==> config.mk <==
export PLATFORM = sky130hd
export DESIGN_NAME = boot_loader
export DESIGN_NICKNAME = d
export VERILOG_FILES = /design/src/rtl/boot_loader.sv
export SDC_FILE = /design/constraint.sdc
export NUM_CORES = 1
export LEC_CHECK = 0
export ABC_AREA = 1
export ABC_CLOCK_PERIOD_IN_PS = 1900
export CORE_ASPECT_RATIO = 1.1
export CORE_MARGIN = 10
export CORE_UTILIZATION = 40
export DETAILED_ROUTE_END_ITERATION = 12
export GPL_TIMING_DRIVEN = 1
export MAX_ROUTING_LAYER = met4
export PLACE_DENSITY = 0.65
export SETUP_SLACK_MARGIN = 0.15
export SLEW_MARGIN = 15
export SYNTH_ARGS = -nofsm -noshare
export SYNTH_HDL_FRONTEND = slang
export SYNTH_SLANG_ARGS = --single-unit
export TNS_END_PERCENT = 1
==> constraint.sdc <==
create_clock -name clk -period 1.9 [get_ports clk]
set_input_delay 0.285 -clock clk [delete_from_list [all_inputs] [get_ports clk]]
set_output_delay 0.285 -clock clk [all_outputs]
set_load 0.03 [all_outputs]
==> src/rtl/boot_loader.sv <==
// boot_loader: owns the UART RX/TX FIFOs after reset and loads a length-prefixed,
// little-endian word image into instruction memory while holding the core halted.
// Then it sends an acknowledge byte, releases the core and becomes a transparent
// UART pass-through.
// Optional feature macro: BOOT_CHECKSUM_EN adds a 4-byte sum trailer and a retry path.
module boot_loader #(
  parameter int unsigned ADDR_W  = 14,
  parameter logic [7:0]  ACK_OK  = 8'hAA,
  parameter logic [7:0]  ACK_BAD = 8'h55
) (
  input  logic              clk,
  input  logic              rst,
  input  logic              uart_empty,
  input  logic [7:0]        uart_in,
  output logic              uart_rdreq,
  output logic              uart_wrreq,
  output logic [7:0]        uart_out,
  input  logic              cpu_uart_rdreq,
  input  logic              cpu_uart_wrreq,
  input  logic [7:0]        cpu_uart_out,
  output logic              cpu_uart_empty,
  output logic [7:0]        cpu_uart_in,
  output logic              imem_we,
  output logic [ADDR_W-1:0] imem_addr,
  output logic [31:0]       imem_wdata,
  output logic              cpu_run,
  output logic              load_err
);

`ifdef BOOT_CHECKSUM_EN
  typedef enum logic [2:0] {StLen, StData, StCsum, StAck, StRun} state_t;
`else
  typedef enum logic [2:0] {StLen, StData, StAck, StRun} state_t;
`endif

  state_t             r_state;
  logic               r_rdreq;    // pop issued this cycle
  logic               r_cap;      // popped byte is on uart_in this cycle
  logic [1:0]         r_bcnt;     // byte position within the current 4-byte group
  logic [31:0]        r_word;
  logic [31:0]        r_len;
  logic [31:0]        r_idx;
  logic               r_ackd;     // ACK pulse already issued, leave ACK next
  logic               r_wrreq;
  logic [7:0]         r_out;
  logic               r_we;
  logic [ADDR_W-1:0]  r_addr;
  logic [31:0]        r_wdata;
  logic               r_cpu_run;
  logic               r_err;
`ifdef BOOT_CHECKSUM_EN
  logic [31:0]        r_sum;
  logic               r_bad;
`endif

  logic        w_fetch;
  logic        w_last;
  logic        w_run;
  logic [31:0] w_full;

  assign w_run   = (r_state == StRun);
`ifdef BOOT_CHECKSUM_EN
  assign w_fetch = (r_state == StLen) || (r_state == StData) || (r_state == StCsum);
`else
  assign w_fetch = (r_state == StLen) || (r_state == StData);
`endif
  // Word as it will look once the byte on uart_in is shifted in.
  assign w_full  = {uart_in, r_word[31:8]};
  // Capturing the 4th byte of a group: the state may change, so no new pop this edge.
  assign w_last  = r_cap && (r_bcnt == 2'd3);

  // Byte fetch, word assembly and the load sequencer.
  always_ff @(posedge clk) begin
    if (rst) begin
      r_state   <= StLen;
      r_rdreq   <= 1'b0;
      r_cap     <= 1'b0;
      r_bcnt    <= 2'd0;
      r_word    <= 32'd0;
      r_len     <= 32'd0;
      r_idx     <= 32'd0;
      r_ackd    <= 1'b0;
      r_wrreq   <= 1'b0;
      r_out     <= 8'd0;
      r_we      <= 1'b0;
      r_addr    <= '0;
      r_wdata   <= 32'd0;
      r_cpu_run <= 1'b0;
      r_err     <= 1'b0;
`ifdef BOOT_CHECKSUM_EN
      r_sum     <= 32'd0;
      r_bad     <= 1'b0;
`endif
    end else begin
      r_we    <= 1'b0;
      r_wrreq <= 1'b0;
      r_cap   <= r_rdreq;
      r_rdreq <= w_fetch && !uart_empty && !r_rdreq && !w_last;
      if (r_cap) begin
        r_word <= w_full;
        r_bcnt <= r_bcnt + 2'd1;
      end
      unique case (r_state)
        StLen: begin
          if (w_last) begin
            r_len <= w_full;
            r_idx <= 32'd0;
`ifdef BOOT_CHECKSUM_EN
            r_sum <= 32'd0;
            r_state <= (w_full == 32'd0) ? StCsum : StData;
`else
            if (w_full == 32'd0) begin
              r_wrreq <= 1'b1;
              r_out   <= ACK_OK;
              r_ackd  <= 1'b1;
              r_state <= StAck;
            end else begin
              r_state <= StData;
            end
`endif
          end
        end
        StData: begin
          if (w_last) begin
            if (r_idx[31:ADDR_W] == '0) begin
              r_we    <= 1'b1;
              r_addr  <= r_idx[ADDR_W-1:0];
              r_wdata <= w_full;
            end else begin
              r_err <= 1'b1;
            end
            r_idx <= r_idx + 32'd1;
`ifdef BOOT_CHECKSUM_EN
            r_sum <= r_sum + w_full;
            if (r_idx == r_len - 32'd1) r_state <= StCsum;
`else
            if (r_idx == r_len - 32'd1) begin
              r_ackd  <= 1'b0;
              r_state <= StAck;
            end
`endif
          end
        end
`ifdef BOOT_CHECKSUM_EN
        StCsum: begin
          if (w_last) begin
            r_wrreq <= 1'b1;
            r_ackd  <= 1'b1;
            r_state <= StAck;
            if (w_full == r_sum) begin
              r_out <= ACK_OK;
            end else begin
              r_out <= ACK_BAD;
              r_err <= 1'b1;
              r_bad <= 1'b1;
            end
          end
        end
`endif
        StAck: begin
          if (!r_ackd) begin
            r_wrreq <= 1'b1;
            r_out   <= ACK_OK;
            r_ackd  <= 1'b1;
          end else begin
            r_ackd <= 1'b0;
`ifdef BOOT_CHECKSUM_EN
            if (r_bad) begin
              r_bad   <= 1'b0;
              r_state <= StLen;
            end else begin
              r_cpu_run <= 1'b1;
              r_state   <= StRun;
            end
`else
            r_cpu_run <= 1'b1;
            r_state   <= StRun;
`endif
          end
        end
        StRun: ;
        default: r_state <= StLen;
      endcase
    end
  end

  // Registered outputs while loading; core owns the FIFOs once running.
  always_comb begin
    uart_rdreq     = w_run ? cpu_uart_rdreq : r_rdreq;
    uart_wrreq     = w_run ? cpu_uart_wrreq : r_wrreq;
    uart_out       = w_run ? cpu_uart_out   : r_out;
    cpu_uart_empty = w_run ? uart_empty     : 1'b1;
    cpu_uart_in    = w_run ? uart_in        : 8'd0;
  end

  assign imem_we    = r_we;
  assign imem_addr  = r_addr;
  assign imem_wdata = r_wdata;
  assign cpu_run    = r_cpu_run;
  assign load_err   = r_err;

endmodule

Yosys cells after proc, flatten, opt, wreduce, memory -nomap -nowiden
Index checks and enable logic that the tools add are counted.
- bits in read-only memories: 0
- memories kept: 0
- register bits: 162
- output and inout bits: 68
- bits in latches: 0
- bits in writable memories: 0
- equality and inequality tests: 11
- shift-type cells: 0
- mux-type cells: 28
- divide/modulo/power cells: 0
- magnitude comparators: 0
- multipliers: 0
- bitwise logic cells: 4
- reduce and logical (&&, ||, !) cells: 23
- $add $sub $neg: 3
- operators by type and width (kind ; count):
    32-bit 2-to-1 mux ; 2
    32-bit one-hot mux with 2 select lines ; 1
    8-bit 2-to-1 mux ; 5
    32-bit by 1-bit adder with 32-bit output (second input constant) ; 1
    32-bit equality test ; 1
    32-bit zero test ; 1
    32-bit by 1-bit subtractor with 32-bit output (second input constant) ; 1
    18-bit zero test ; 1
    8-bit one-hot mux with 2 select lines ; 1
    3-bit 2-to-1 mux ; 4
    3-bit one-hot mux with 4 select lines ; 1
    1-bit 2-to-1 mux ; 11
    5-bit AND reduction ; 2
    3-bit AND reduction ; 3
    2-bit inequality test (second input constant) ; 4
    3-bit by 2-bit equality test with 1-bit output (second input constant) ; 2
    1-bit logical AND ; 4
    2-bit by 1-bit inequality test with 1-bit output (second input constant) ; 2
    1-bit inverter ; 4
    2-bit AND reduction ; 2
    4-bit AND reduction ; 1
    2-bit nonzero test ; 2
    3-bit by 1-bit equality test with 1-bit output (second input constant) ; 1
    1-bit zero test ; 3
    9 further kinds ; 9

Logic depth before layout (Yosys ltp)
- word-level depth: 5
- mapped depth: 19
- depth with buffers taken out: 19

Least setup slack after synthesis
OpenSTA, ideal clock, no wires.
- kind: reg2reg
- start: register r_state[1]
- end: register r_idx[29]
- clock period less this slack: 1.999 ns
- arrival time: 1.881 ns
- path buffers: 0
- data required time: 1.783 ns
- library setup time: 0.117 ns
- stages on the path, launching flop included: 16
- path slack: -0.099 ns
- cells stage by stage: dfxtp_1 inv_1 ha_1 inv_1 nor2_2 inv_2 nand2_4 nand2_1 nor2_1 nand2_1 nor2_1 nand2_1 nor2_1 nand3_1 o21ai_1 a21oi_1
- cells in the longest elaborated chain, start to end: 3
- elaborated cells between the ends (all ways): 7
- those cells by class: 3 x eq/ne; 1 x mux; 3 x reduce/logical
- ends and longest elaborated chain (element ; RTL line ; text):
    start: declaration ; 36 ; state_t r_state;
    start signal: assignment ; 75 ; r_state <= StLen;
    start signal: assignment ; 116 ; r_state <= StAck;
    start signal: assignment ; 118 ; r_state <= StData;
    3-bit by 1-bit equality test with 1-bit output / 3-bit zero test (equally long branches) ; 103 ; unique case (r_state)
    2-bit inequality test (no source line) / 2-bit nonzero test (equally long branches) ; - ;
    3-bit AND reduction (no source line) ; - ;
    end signal: assignment ; 132 ; r_idx <= r_idx + 32'd1;
    end: declaration ; 42 ; logic [31:0] r_idx;
Several ways; a longest one is shown, not always the timed one.
A chain may end at the register's enable or synchronous reset.

Worst setup path after layout
- start: register r_len[0]
- end: register r_state[1]
- cells in the longest elaborated chain, start to end: 4
- ends and longest elaborated chain (element ; RTL line ; text):
    start: declaration ; 41 ; logic [31:0] r_len;
    start signal: assignment ; 106 ; r_len <= w_full;
    32-bit by 1-bit subtractor with 32-bit output ; 137 ; if (r_idx == r_len - 32'd1) begin
    32-bit equality test ; 137 ;
    2-bit by 1-bit inequality test with 1-bit output (no source line) ; - ;
    5-bit AND reduction (no source line) ; - ;
    end signal: assignment ; 139 ; r_state <= StAck;
    end signal: assignment ; 177 ; r_state <= StRun;
    end signal: assignment ; 182 ; default: r_state <= StLen;
No other way between the ends.

==> flow_summary.ini <==
[routing]
drtPass1Iterations = 5
drt_iter0_drc = 491
antenna_left = 0
wirelength_um = 21900
via_count = 7567
route.detailed.drc = 0
viasPerCell = 4.84
avgRoutedWirePerCell_um = 14.0

[global_routing]
grt-ovfl-total = 0
grt_first_pass_wirelength_um = 35600
grt_max_degree = 93
track_usage = 0.185
antenna_found_initial = 0
grt_pass1_vias = 7163

[yosys]
ys_ff_latch = 146
async_flop_share = 0
syn_inst = 1122
synth_area_per_cell_um2 = 6.64
syn-num-nets = 1151
synth.distinct_cells = 41
synth_edf_count = 0
synth_flop_cell = dfxtp_1
yosys_warnings = 0
synth_seq_area_share = 0.392
syn_area_um2 = 7450

[worst_setup_path]
critPathLaunchType = flip-flop
worstSetupEndpointType = flip-flop
r2r_slack_ps = -170
worst_ep_arrival_time_ps = 2440
worstPathMaxFanout = 6
worst_ep_required_time_ps = 2270
r2r.worst_path.cells = 16
rr_endpoint = r_state[1]
r2r_start = r_len[0]
crit_type = reg -> reg
cp-startpoint = r_len[0]

[timing]
finalWorstSetupSlack_ps = -175
setup_viol = 7
fin_worst_skew_ps = 9.76
maxSlewHeadroom = 0.719
worstMarginPinSlew_ps = 421
fin_setup_tns_ps = -613
max_freq_ghz = 0.482
fin_crit_ps = 2070
post-route-period-util = 1.09
holdWs_ps = 430
maxSlewViolCount = 0
rsz0062_at_grt = yes
hold_viol = 0

[clocking]
clock-sinks = 146
clock-root-buffer = clkbuf_16
hold_buffers = 0
cts_tree = yes
cts_buffers = 17
worst_skew_pair.late_latency_ps = 430
clk_path_buf_depth = 2
htree_levels = 4
path_clk_slew_ps = 60

[run]
drv_cap = 0

[outcome]
status = finished, violations left
violations = setup timing

[finish]
post-route-util = 0.569
fillers = 1758
n_antenna_cell = 0
area_delta_synth_final_pct = 40.0
final_layout_size_suffix_gt1_frac = 0.217
nets = 1336

[floorplan]
start_util = 0.406
core_um2 = 18300
io_pins = 89
row_count = 52
die_w_um = 150
die-height_um = 163
dieArea_um2 = 24500

[power]
power_density_nw_per_um2 = 765
ir_drop_mv = 0.618
leakagePower_uw = 0.00533
power_uw = 7980

[hold_path]
whs_path_depth = 1
hold_end = r_rdreq
worstHoldPathType = reg -> reg
hp-start = r_rdreq

[place]
hpwl_um = 16100
port_buffers = 88
gp_routability_congestion = 0.961
==> kinds of logic after synthesis <==
logic type	count (synthesis)	share of synthesized area
AOI/OAI and AO/OA	231	0.161
buffers and inverters	212	0.109
DFF	146	0.392
and+or+nand+nor	496	0.290
adders and majority gates	8	0.0134
xor gates and xnor gates	29	0.0341
==> final cells by class <==
class | instances | area, um^2 | share of cell area
Tap cell | 243 | 304 | 0.0291
Clock buffer | 22 | 474 | 0.0454
Sequential cell | 146 | 2940 | 0.282
Inverter | 170 | 651 | 0.0624
Clock inverter | 10 | 146 | 0.0140
Timing Repair Buffer | 207 | 1870 | 0.179
Multi-Input combinational cell | 765 | 4050 | 0.388
==> worst max path at each step <==
stage / slack (ps) / cells after the start / end
floorplan: 20 / 14 / r_idx[30]
CTS: -200 / 18 / r_state[0]
detailed placement: -260 / 16 / r_state[0]
global placement: -220 / 17 / r_state[1]
finish: -170 / 16 / r_state[1]
global route: -390 / 16 / r_state[1]
==> worst max-delay path: stages, from the launching register on <==
cell and delay [ps]:
dfxtp_2 330, inv_4 80, ha_4 170, nand2_4 80, nor2_4 190, nand2_2 100
nor2_4 130, nand2_1 70, nand2_1 50, nand2_1 50, nor2_1 80, nand3_1 120
o21bai_4 190, nand3_2 110, nand2_1 80, nand2_1 60, nor2_2 110
==> stage by stage <==
step / std cells / cell area (um^2) / setup WS, ps
floorplan: 1122 / 7520 / 19.5
global placement: 1526 / 9410 / -219
detailed placement: 1526 / 9410 / -264
CTS: 1561 / 10200 / -204
global route: 1563 / 10400 / -390
finish: 1563 / 10400 / -175
==> power breakdown <==
group	switching [uW]	total [uW]	internal (uW)
Clock	1370	3550	2190
Sequential	121	3290	3170
Combinational	652	1140	490
==> registers in the layout (all words and copies together) (netlist names) <==
register    count
r_state         2
r_wrreq         1
r_len          32
r_word         24
r_idx          32
r_ackd          1
imem_addr      14
imem_wdata     32
r_out           1
imem_we         1
cpu_run         1
r_rdreq         1
load_err        1
r_bcnt          2
r_cap           1
==> synth_stat cells, types with 8 or more instances <==
cell      instances  area share
a21oi_1          97       0.065
nor2_1          177       0.089
ha_1              8       0.013
nand2_1         203        0.10
inv_1           164       0.083
dfxtp_1         146        0.39
o21ai_0         120       0.081
clkbuf_1         33       0.017
nand3_1          41       0.028
xor2_1           16       0.019
nor3_1           12      0.0081
nand4_1          13       0.011
xnor2_1          13       0.015
nor4_1           13       0.011
nand2_2           9      0.0076
==> repair_timing <==
action / CTS / global route
buffers inserted: 2 / 2
gates cloned: 1 / 0
pin swaps: 22 / 28
gates resized for setup: 86 / 81
setup endpoints to repair: 55 / 130
==> per-layer routing <==
| layer | part of all wire | vias to the layer above | wire, um | track usage |
|---|---|---|---|---|
| met4 | 0.025 | 0 | 546 | 0.0747 |
| li1 | - | 3939 | - | - |
| met1 | 0.46 | 3427 | 10200 | 0.236 |
| met5 | 0 | - | 0 | - |
| met3 | 0.041 | 39 | 899 | 0.0299 |
| met2 | 0.47 | 162 | 10300 | 0.287 |
==> placed cells by master, fill, tap and decap left out, drive strengths merged, types with 13 or more instances in the layout <==
| master | netlist | routed |
|---|---|---|
| nand2 | 213 | 213 |
| nor2 | 191 | 192 |
| inv | 168 | 171 |
| dfxtp | 146 | 146 |
| buf | 9 | 137 |
| o21ai | 121 | 121 |
| a21oi | 97 | 97 |
| nand3 | 44 | 44 |
| clkdlybuf4s50 | 0 | 34 |
| dlymetal6s2s | 0 | 29 |
| clkbuf | 33 | 22 |
| xor2 | 16 | 16 |
| nor3 | 16 | 16 |
| nand4 | 13 | 13 |
| xnor2 | 13 | 13 |
| nor4 | 13 | 13 |
Power figures use the tool's default switching activity.
